File: src/rtl/irq_timer.sv
// Prescaled down-counting timer with bus-mapped registers.
// Emits a one-clock irq pulse on expiry, one-shot or periodic.
module irq_timer (
   input  logic        clk,
   input  logic        reset_n,
   input  logic [15:0] data_write,
   output logic [15:0] data_read,
   input  logic [7:0]  addr,
   input  logic        uds,
   input  logic        lds,
   input  logic        rw,
   input  logic        as,
   output logic        ack,
   output logic        irq
);
   typedef enum logic [1:0] {
      IDLE = 2'd0,
      RUN  = 2'd1,
      HALT = 2'd2
   } state_t;

   state_t      st_q, st_d;
   logic        en_q, en_d;
   logic        per_q, per_d;
   logic        ien_q, ien_d;
   logic        exp_q, exp_d;
   logic [15:0] psc_q, psc_d;
   logic [15:0] rld_q, rld_d;
   logic [15:0] cnt_q, cnt_d;
   logic [15:0] pre_q, pre_d;
   logic        irq_q, irq_d;
   logic        ack_q, ack_d;
   logic [15:0] rd_q, rd_d;

   logic [6:0]  widx;
   logic        mapped;
   logic [4:0]  wsel;
   logic [15:0] bmask;
   logic [15:0] rval;
   logic        ctrl_wr;
   logic        start;
   logic        stop;
   logic        tick;
   logic        expire;
   logic        unused_a0;

   assign widx      = addr[7:1];
   assign unused_a0 = addr[0];
   assign mapped    = (widx <= 7'd4);
   assign bmask     = {{8{uds}}, {8{lds}}};

   always_comb begin
      for (int i = 0; i < 5; i++)
         wsel[i] = as & ~rw & (widx == 7'(i));
   end

   function automatic logic [15:0] merge(input logic [15:0] old);
      return (old & ~bmask) | (data_write & bmask);
   endfunction

   assign ctrl_wr = wsel[0] & lds;
   assign stop    = ctrl_wr & ~data_write[0];

   // State register
   always_ff @(posedge clk) begin
      if (!reset_n) st_q <= IDLE;
      else          st_q <= st_d;
   end

   // Next-state logic
   always_comb begin
      st_d = st_q;
      unique case (st_q)
         IDLE, HALT: if (start) st_d = RUN;
         RUN: begin
            if (expire && !per_q) st_d = HALT;
            else if (stop)        st_d = IDLE;
         end
         default: st_d = IDLE;
      endcase
   end

   // FSM outputs: counting only happens in RUN
   always_comb begin
      start  = 1'b0;
      tick   = 1'b0;
      expire = 1'b0;
      unique case (st_q)
         IDLE, HALT: start = ctrl_wr & data_write[0];
         RUN: begin
            tick   = (pre_q == psc_q);
            expire = tick & (cnt_q == 16'd0);
         end
         default: ;
      endcase
   end

   always_comb begin
      en_d  = en_q;
      per_d = per_q;
      ien_d = ien_q;
      psc_d = psc_q;
      rld_d = rld_q;
      if (ctrl_wr) begin
         en_d  = data_write[0];
         per_d = data_write[1];
         ien_d = data_write[2];
      end
      if (wsel[2]) psc_d = merge(psc_q);
      if (wsel[3]) rld_d = merge(rld_q);
      if (expire && !per_q) en_d = 1'b0;

      // A same-cycle expiry beats the write-1-clear
      exp_d = exp_q;
      if (wsel[1] && lds && data_write[0]) exp_d = 1'b0;
      if (expire) exp_d = 1'b1;

      pre_d = pre_q;
      cnt_d = cnt_q;
      if (st_q == RUN) begin
         pre_d = tick ? 16'd0 : pre_q + 16'd1;
         if (tick) begin
            if (expire) cnt_d = per_q ? rld_q : cnt_q;
            else        cnt_d = cnt_q - 16'd1;
         end
      end else if (start) begin
         cnt_d = rld_d;
         pre_d = 16'd0;
      end

      irq_d = expire & ien_q;
      ack_d = as & mapped;
      rd_d  = (as && rw) ? (rval & bmask) : 16'd0;
   end

   always_comb begin
      rval = 16'd0;
      case (widx)
         7'd0:    rval = {13'd0, ien_q, per_q, en_q};
         7'd1:    rval = {15'd0, exp_q};
         7'd2:    rval = psc_q;
         7'd3:    rval = rld_q;
         7'd4:    rval = cnt_q;
         default: rval = 16'd0;
      endcase
   end

   always_ff @(posedge clk) begin
      if (!reset_n) begin
         en_q  <= 1'b0;
         per_q <= 1'b0;
         ien_q <= 1'b0;
         exp_q <= 1'b0;
         psc_q <= 16'd0;
         rld_q <= 16'd0;
         cnt_q <= 16'd0;
         pre_q <= 16'd0;
         irq_q <= 1'b0;
         ack_q <= 1'b0;
         rd_q  <= 16'd0;
      end else begin
         en_q  <= en_d;
         per_q <= per_d;
         ien_q <= ien_d;
         exp_q <= exp_d;
         psc_q <= psc_d;
         rld_q <= rld_d;
         cnt_q <= cnt_d;
         pre_q <= pre_d;
         irq_q <= irq_d;
         ack_q <= ack_d;
         rd_q  <= rd_d;
      end
   end

   assign data_read = rd_q;
   assign ack       = ack_q;
   assign irq       = irq_q;
endmodule

File: config.mk
export PLATFORM = sky130hd
export DESIGN_NAME = irq_timer
export DESIGN_NICKNAME = d
export VERILOG_FILES = /design/src/rtl/irq_timer.sv
export SDC_FILE = /design/constraint.sdc
export NUM_CORES = 1
export LEC_CHECK = 0
export CAP_MARGIN = 40
export CORE_UTILIZATION = 50
export CTS_BUF_LIST = sky130_fd_sc_hd__clkbuf_16
export DETAILED_ROUTE_END_ITERATION = 10
export PLACE_DENSITY = 0.71
export SYNTH_ARGS = -nofsm -noshare
export SYNTH_HDL_FRONTEND = slang
export SYNTH_SLANG_ARGS = --single-unit
File: constraint.sdc
create_clock -name clk -period 5.51 [get_ports clk]
set_clock_uncertainty 0.15 [all_clocks]
set_input_delay 1.102 -clock clk [delete_from_list [all_inputs] [get_ports clk]]
set_output_delay 1.102 -clock clk [all_outputs]
set_load 0.03 [all_outputs]
==> metrics.yaml, run 1 <==
outcome:
  outcome: "finished clean"
timing:
  max_freq_mhz: 268
  hold_viol_final: 0
  period_needed_ns: 3.73
  slew_viol_final: 0
  finalSetupViolations: 0
  slew_headroom: 0.374
  worstMarginPinSlew_ns: 0.932
  fin_setup_tns_ns: 0
  rsz0062_at_grt: "false"
  fin_crit_sh: 0.677
clock_network:
  cts_hold_buf: 0
  post_cts_resized: 0
  cts_tree: "built"
  clock_path_buffers: 2
  htreeDepth: 3
  cts_made_buffers: 9
  numClockSinks: 88
  clkLatencyLatePin_ns: 0.34
  postCtsSetupRepairBufs: 0
  clk_pin_slew_worst_paths_ns: 0.06
  cts-root-buf: "clkbuf_16"
logic_synthesis:
  yosysUniqueCellTypes: 62
  yosysTopAreaCell: "dfxtp_1"
  synth_edf_count: 0
  synth_area_um2: 4390
  synthCells: 502
  yosysTopAreaCellShare: 0.401
  yosysMostFrequentCell: "dfxtp_1"
  yosysSeqAreaShare: 0.401
  ys_async_sr_fraction: 0
  synth_ff_type: "dfxtp_1"
  synthTopCellsByArea: "dfxtp_1 40%, mux2i_1 8.2%, nor2_1 7.4%"
  avgSynthCellArea_um2: 8.74
  synth_common_cells: "88 x dfxtp_1, 87 x nor2_1, 36 x mux2i_1, 35 x xnor2_1, 34 x nand2_1"
  postSynthRegisterBits: 88
  yosysWarnings: 0
  syn-num-nets: 535
routing:
  num_vias: 3948
  routed_wl_um: 11600
  drc_errors: 0
  dr.pass1.iters: 5
  drtAntennaViolNets: 0
  wl_per_cell_um: 17.9
  detailedRoute.firstIterationViolations: 350
  viasPerCell: 6.06
critical_path:
  startpoint_type: "input port"
  critPathSlowestCell: "or4_4"
  crit_type: "in -> reg"
  path_cells: "clkdlybuf4s50_1 > or4_4 > nor4_2 > buf_4 > a21o_1 > o211a_2 > mux2_4 > o21ai_2"
  cp_data_required_time_ns: 5.63
  startpoint: "addr[4]"
  crit_path_max_incr_delay_ns: 0.65
  cp_max_fo: 24
  crit_path_end_kind: "flip-flop"
  r2r-start: "cnt_q[0]"
  critPathArrivalTime_ns: 3.85
place:
  place_area_um2: 4940
  dpl.hpwl_um: 8160
  io_buffers: 46
  routabilityCongestion: 0.855
finish:
  final_util: 0.627
  area_growth_pct: 19.2
  drive_gt1_frac: 0.0769
  fin_nets: 574
  final_area_um2: 5230
  diodes: 0
die:
  die_h_um: 95.7
  core_area_um2: 8340
  ioPinCount: 48
  fp.dieArea_um2: 9150
  rows: 33
  fp.dieW_um: 95.7
  start_util: 0.526
global_route:
  grt_first_pass_wirelength_um: 19100
  track_usage: 0.274
  grt_antenna_before_repair: 0
  grt_pass1_vias: 3752
  grt_max_degree: 30
  grt_remaining_overflow: 0
pwr:
  leakagePower_nw: 1.94
  ir_drop_mv: 0.148
  power_density_nw_per_um2: 246
worst_hold_path:
  hp-class: "reg -> reg"
  hp-start: "exp_q"
flow_run:
  cap_violations: 0
where the power goes:
group / total [mW] / internal [mW] / switching, mW
combinational: 0.0519 / 0.0245 / 0.0274
sequential: 0.637 / 0.636 / 0.000377
clock: 0.599 / 0.347 / 0.252
critical path, delay by kind of cell:
| family | cells | cell delay, ns |
|---|---|---|
| and+or+nand+nor | 2 | 0.96 |
| buffers and inverters | 2 | 0.62 |
| muxes | 1 | 0.35 |
| AOI/OAI and AO/OA | 3 | 0.82 |
cell families (layout without fill, tap and decap cells):
family,Yosys count,in the layout,share of synthesized area
buffers and inverters,34,78,0.0319
AOI/OAI and AO/OA,90,90,0.143
DFF,88,88,0.401
xor gates and xnor gates,39,39,0.0778
adders and majority gates,3,3,0.00856
and+or+nand+nor,210,210,0.247
muxes,38,38,0.0907
routing by layer:
| metal | GRT usage | up-vias | wire length [um] |
|---|---|---|---|
| li1 | - | 1898 | - |
| met4 | 0.0896 | 0 | 160 |
| met1 | 0.371 | 1899 | 5390 |
| met3 | 0.0431 | 17 | 681 |
| met2 | 0.443 | 134 | 5400 |
| met5 | 0 | - | 0 |
stage by stage:
step	cells	total power [mW]	hold slack, ns	worst slack (ns)
after floorplan	502	0.673	0.289	2.22
after global placement	635	0.701	0.301	1.54
after detailed placement	635	0.702	0.317	1.46
after CTS	651	1.30	0.326	1.82
after global routing	651	1.33	0.349	1.72
final	651	1.29	0.323	1.78
path summary, 6_finish.rpt:
| kind | to | slack [ns] | depth (start not counted) |
|---|---|---|---|
| worst max-delay path | cnt_q[15] | 1.78 | 8 |
| worst min-delay path | exp_q | 0.32 | 2 |
| worst max register to register | cnt_q[0] | 2.42 | 8 |
| worst min register to register | exp_q | 0.32 | 2 |
cell type report:
type,instances,area [um2]
inverter,7,26.3
clock inverter,7,63.8
clock buffer,9,225
fill,738,3110
multi-input combinational,380,2490
tap,105,131
timing repair buffer,55,528
sequential,88,1760
cells in the final DEF, fill, tap and decap left out, drive strengths merged, types with 3 or more instances in the layout:
cell type / Yosys / routed
dfxtp: 88 / 88
nor2: 88 / 88
clkdlybuf4s50: 0 / 46
mux2i: 36 / 36
xnor2: 35 / 35
nand2: 34 / 34
a21oi: 27 / 27
nand3: 15 / 15
a222oi: 13 / 13
o21ai: 13 / 13
nor3: 12 / 12
nor4: 10 / 10
clkbuf: 21 / 9
buf: 6 / 9
inv: 7 / 8
nand3b: 6 / 6
or3: 6 / 6
o22ai: 6 / 6
and3: 6 / 6
nor3b: 5 / 5
nand4: 5 / 5
a31oi: 5 / 5
or4: 5 / 5
clkinv: 0 / 5
o31ai: 4 / 4
a211oi: 4 / 4
xor2: 4 / 4
nand2b: 3 / 3
ha: 3 / 3
nor4b: 3 / 3
(Power assumes the default switching activity.)
==> run 2: changes to the inputs <==
==> constraint.sdc (replaced) <==
create_clock -name clk -period 3.8 [get_ports clk]
set_clock_uncertainty 0.15 [all_clocks]
set_input_delay 0.76 -clock clk [delete_from_list [all_inputs] [get_ports clk]]
set_output_delay 0.76 -clock clk [all_outputs]
set_load 0.03 [all_outputs]
==> metrics.yaml, run 2 (synthesis results as in run 1) <==
critical_path:
  critPathArrivalTime_ns: 3.37
  cp_data_required_time_ns: 3.92
  crit_path_max_incr_delay_ns: 0.54
  r2r-start: "cnt_q[0]"
  path_buf_inv: 1
  path_delay_family: "simple AND/OR/NAND/NOR gates"
  path_cells: "clkdlybuf4s50_1 > or4_4 > nor4_2 > a21o_1 > o211a_2 > mux2_4 > o21ai_2"
  cp_max_fo: 20
  crit_type: "in -> reg"
  crit_path_end_kind: "flip-flop"
  reg2reg_depth: 8
  critPathSlowestCell: "or4_4"
  startpoint_type: "input port"
  worst-path-stages: 7
  rr_endpoint: "cnt_q[0]"
  r2r_slack_ns: 0.75
pwr:
  p_sw_mw: 0.411
  power_density_nw_per_um2: 366
  p_seq_frac: 0.474
  ir_drop_mv: 0.229
  p_int_mw: 1.54
  p_comb_frac: 0.040
  leakagePower_nw: 1.97
  power_switching_share: 0.211
  p_clk_frac: 0.486
outcome:
  outcome: "finished clean"
finish:
  final_area_um2: 5310
  layout_common_cells: "88 x dfxtp_1, 87 x nor2_1, 46 x clkdlybuf4s50_1"
  fill_cells: 692
  final_util: 0.637
  drive_gt1_frac: 0.0940
  fin_nets: 581
  multiInputGateArea_um2: 2490
  area_growth_pct: 21.1
  final_common_cell: "dfxtp_1"
  diodes: 0
  instances_no_fill: 658
  ff_latch_area_um2: 1760
global_route:
  grt_pass1_vias: 3604
  grt_remaining_overflow: 0
  track_usage: 0.270
  grt_first_pass_wirelength_um: 18600
  grt_max_degree: 47
  grt_antenna_before_repair: 0
routing:
  wl_per_cell_um: 17.4
  wl_met3_um: 667
  wl_met1_um: 5260
  dr.pass1.iters: 6
  viasPerCell: 5.98
  top_layer: "met4"
  drtAntennaViolNets: 0
  drc_errors: 0
  num_vias: 3935
  routed_wl_um: 11500
  met2_length_um: 5200
  detailedRoute.firstIterationViolations: 227
clock_network:
  clk_pin_slew_worst_paths_ns: 0.06
  cts_made_buffers: 9
  cts-root-buf: "clkbuf_16"
  postCtsSetupRepairBufs: 0
  cts_hold_buf: 0
  clkLatencyLatePin_ns: 0.34
  numClockSinks: 88
  clock_path_buffers: 2
  htreeDepth: 3
  post_cts_resized: 0
  cts_tree: "built"
worst_hold_path:
  hp-start: "exp_q"
  hp-class: "reg -> reg"
  holdPathStages: 2
  hold-path-endpoint: "exp_q"
timing:
  setup_ws_ns: 0.555
  period_needed_ns: 3.25
  fin_setup_tns_ns: 0
  max_freq_mhz: 308
  hold_viol_final: 0
  worstMarginPinSlew_ns: 0.770
  slew_viol_final: 0
  slew_headroom: 0.485
  fin_crit_sh: 0.854
  finalSetupViolations: 0
  rsz0062_at_grt: "false"
die:
  fp.dieArea_um2: 9150
  start_util: 0.526
  core_area_um2: 8340
  fp.dieW_um: 95.7
  ioPinCount: 48
  rows: 33
  die_h_um: 95.7
place:
  dpl.hpwl_um: 8240
  routabilityCongestion: 0.871
  io_buffers: 46
  place_ws_ns: 0.226
  place_area_um2: 4990
  dp.cells: 642
flow_run:
  cap_violations: 0
-- run 2: power groups by stage --
| stage | Sequential [mW] | Clock, mW | Combinational [mW] |
|---|---|---|---|
| after floorplan | 0.944 | 0 | 0.0316 |
| after global placement | 0.944 | 0 | 0.0755 |
| after detailed placement | 0.944 | 0 | 0.0766 |
| after CTS | 0.923 | 0.959 | 0.0768 |
| after global routing | 0.923 | 0.994 | 0.0822 |
| final | 0.923 | 0.945 | 0.0775 |
-- run 2: layout make-up --
cell class,instances,share of cell area
Clock buffer,9,0.0424
Clock inverter,7,0.0181
Inverter,7,0.00494
Multi-Input combinational cell,380,0.469
Sequential cell,88,0.332
Tap cell,105,0.0247
Timing Repair Buffer,62,0.109
-- run 2: routing by layer --
metal	vias to the layer above	global-route usage
li1	1910	-
met1	1878	0.365
met2	123	0.416
met3	24	0.0582
met4	0	0.107
met5	-	0
-- run 2: worst max-delay path by stage --
stage / end / start
finish: cnt_q[15] / addr[4]
detailed placement: cnt_q[2] / addr[4]
global route: cnt_q[7] / addr[4]
CTS: cnt_q[15] / addr[4]
global placement: cnt_q[2] / addr[4]
floorplan: cnt_q[15] / addr[4]
-- run 2: metrics by stage --
stage | hold WS [ns] | total power, mW
3_3_place_gp | 0.302 | 1.02
5_1_grt | 0.345 | 2.00
3_5_place_dp | 0.323 | 1.02
2_1_floorplan | 0.289 | 0.975
6_report | 0.333 | 1.95
4_1_cts | 0.332 | 1.96
-- run 2: tightest hold or removal path: stages, from the launching register on --
cell     delay (ns)
dfxtp_1        0.32
o41ai_1        0.06
a21oi_1        0.06
==> RTL change, RTL diff (settings of run 2) <==
Reset style: asynchronous (`reset_n`), changed in 2 clocked blocks.
--- a/src/rtl/irq_timer.sv
+++ b/src/rtl/irq_timer.sv
@@ -64,3 +64,3 @@
    // State register
-   always_ff @(posedge clk) begin
+   always_ff @(posedge clk or negedge reset_n) begin
       if (!reset_n) st_q <= IDLE;
@@ -147,3 +147,3 @@
 
-   always_ff @(posedge clk) begin
+   always_ff @(posedge clk or negedge reset_n) begin
       if (!reset_n) begin
Formal check against the unedited RTL: differs if reset_n is asserted again (counterexample within 4 cycles, from zero or initial values and one cycle with reset_n low); with reset_n held inactive, the same outputs for 4 cycles.
==> RTL change against run 2 <==
- final cell count is 0.76% higher
- fmax hardly changed
- via count is 1.6% higher
- cell area is 7.5% higher
- wire length is 10% higher
- synthesized area is 8.3% higher
- register-to-register slack better by 40 ps
- core utilization is 1.9 points lower
- non-clock buffer count is 8 higher
- worst setup slack hardly changed
- sequential cell count stayed put
- synthesized cell count is 4.8% lower
- critical path type unchanged
- critical endpoint is now cnt_q[2]$_DFFE_PN0P_
Power is not compared: it rests on default switching activity, and its combinational part moved more than twofold at a synthesized area within 25%.
==> RTL change: results (changes against run 2) <==
Cells and area
  • Final net count: 562 (-3.3%)
  • Sequential share of cell area: 38.6% (+5.4 points)
  • ClkCell Share: 5.17% (-0.88 points)
  • Fillers: 755 (+9.1%)
  • Layout cells sized above 1: 15.5% (+6.1 points)
  • Seq_cells: 88 (unchanged)
  • #MultiIn Comb: 345 (-9.2%)
  • Inverters: 15 (+8)
  • Non-CTS buffers: 70 (+13%)
  • Sequential Area: 2200 µm² (+25%)

Critical path
  • Reg-to-reg startpoint: pre_q[3]$_DFFE_PN0P_
  • Critical Path Max Stage Delay: 580 ps (+40 ps)
  • R2r worst-path depth: 7 (-1)
  • Crit-path max FO: 11 (-45%)
  • R2r endpoint: cnt_q[14]$_DFFE_PN0P_
  • CP arrival: 3320 ps (-50 ps)
  • R2r setup slk: 790 ps (+40 ps)

Hold path
  • Hold_sp: exp_q$_DFFE_PN0P_
  • WHS Endpoint: exp_q$_DFFE_PN0P_

GRT
  • First-pass GRT wire length: 20900 µm (+12%)
  • Vias in the first global route: 4066 (+13%)
  • Overall global routing resource usage: 27.5% (+0.50 points)
  • Largest net degree at the start of global routing: 66 (+40%)

Status
  • Status: complete, no violations

Logic synthesis
  • Mux cell area share after synthesis: 9.08% (+0.014 points)
  • Compound-gate portion of the synthesized area: 19.3% (+5.1 points)
  • Syn_nets: 511 (-4.5%)
  • Main area contributors after synthesis: dfrtp_1 (46%), mux2_2 (7.8%), o21ai_0 (3.9%), xnor2_1 (3.5%), nand2_1 (3.0%)
  • Sequential share of the synthesized area: 46.3% (+6.2 points)
  • Post-synthesis adder-cell area fraction: 0.790% (-0.066 points)
  • Post-Synth XOR/XNOR Area: 3.69% (-4.1 points)
  • Ys async rst share: 100% (+100 points)
  • Synth cell count leaders: dfrtp_1 (88), nand2_1 (38), o21ai_0 (37)
  • Post-Synthesis Cells: 478 (-4.8%)
  • Largest family of logic cells by synthesized area: compound AO/OA/AOI/OAI gates

Timing
  • Rel. slew slack: 41.0% (-7.5 points)
  • Hold WS: 357 ps (+24.1 ps)

Detailed routing
  • Starting DRC count in detailed routing: 254 (+12%)
  • Via count: 3996 (+1.6%)
  • DR pass1 iterations: 5 (-1)

Placed design
  • Dpl cells: 647 (+0.78%)
  • Place WS: 226 ps (+0.797 ps)
  • Routability congestion estimate: 0.900 (+3.3%)
  • Post-DP HPWL: 9170 µm (+11%)

Power and ir drop
  • Final Total Pwr: 2300 µW
## RTL change: changes by cell type after synthesis, moves of 5 or more
| cell | run 2 | this run |
|---|---|---|
| dfrtp_1 | 0 | 88 |
| dfxtp_1 | 88 | 0 |
| nor2_1 | 87 | 18 |
| mux2_2 | 0 | 33 |
| mux2i_1 | 36 | 6 |
| o21ai_0 | 11 | 37 |
| xnor2_1 | 35 | 19 |
| a222oi_1 | 13 | 0 |
| a22oi_1 | 1 | 13 |
| nor3_1 | 11 | 22 |
| inv_1 | 7 | 15 |
| and2_1 | 2 | 7 |
## RTL change: metal layers
| layer | wire [µm] | up-vias | global-route usage, % | part of all wire, % |
|---|---|---|---|---|
| li1 | - | 1876 | - | - |
| met4 | 274 | 0 | 10.9 | 2.2 |
| met5 | 0 | - | 0 | 0 |
| met3 | 606 | 19 | 4.71 | 4.8 |
| met2 | 5990 | 133 | 42.8 | 47 |
| met1 | 5760 | 1968 | 38.3 | 46 |
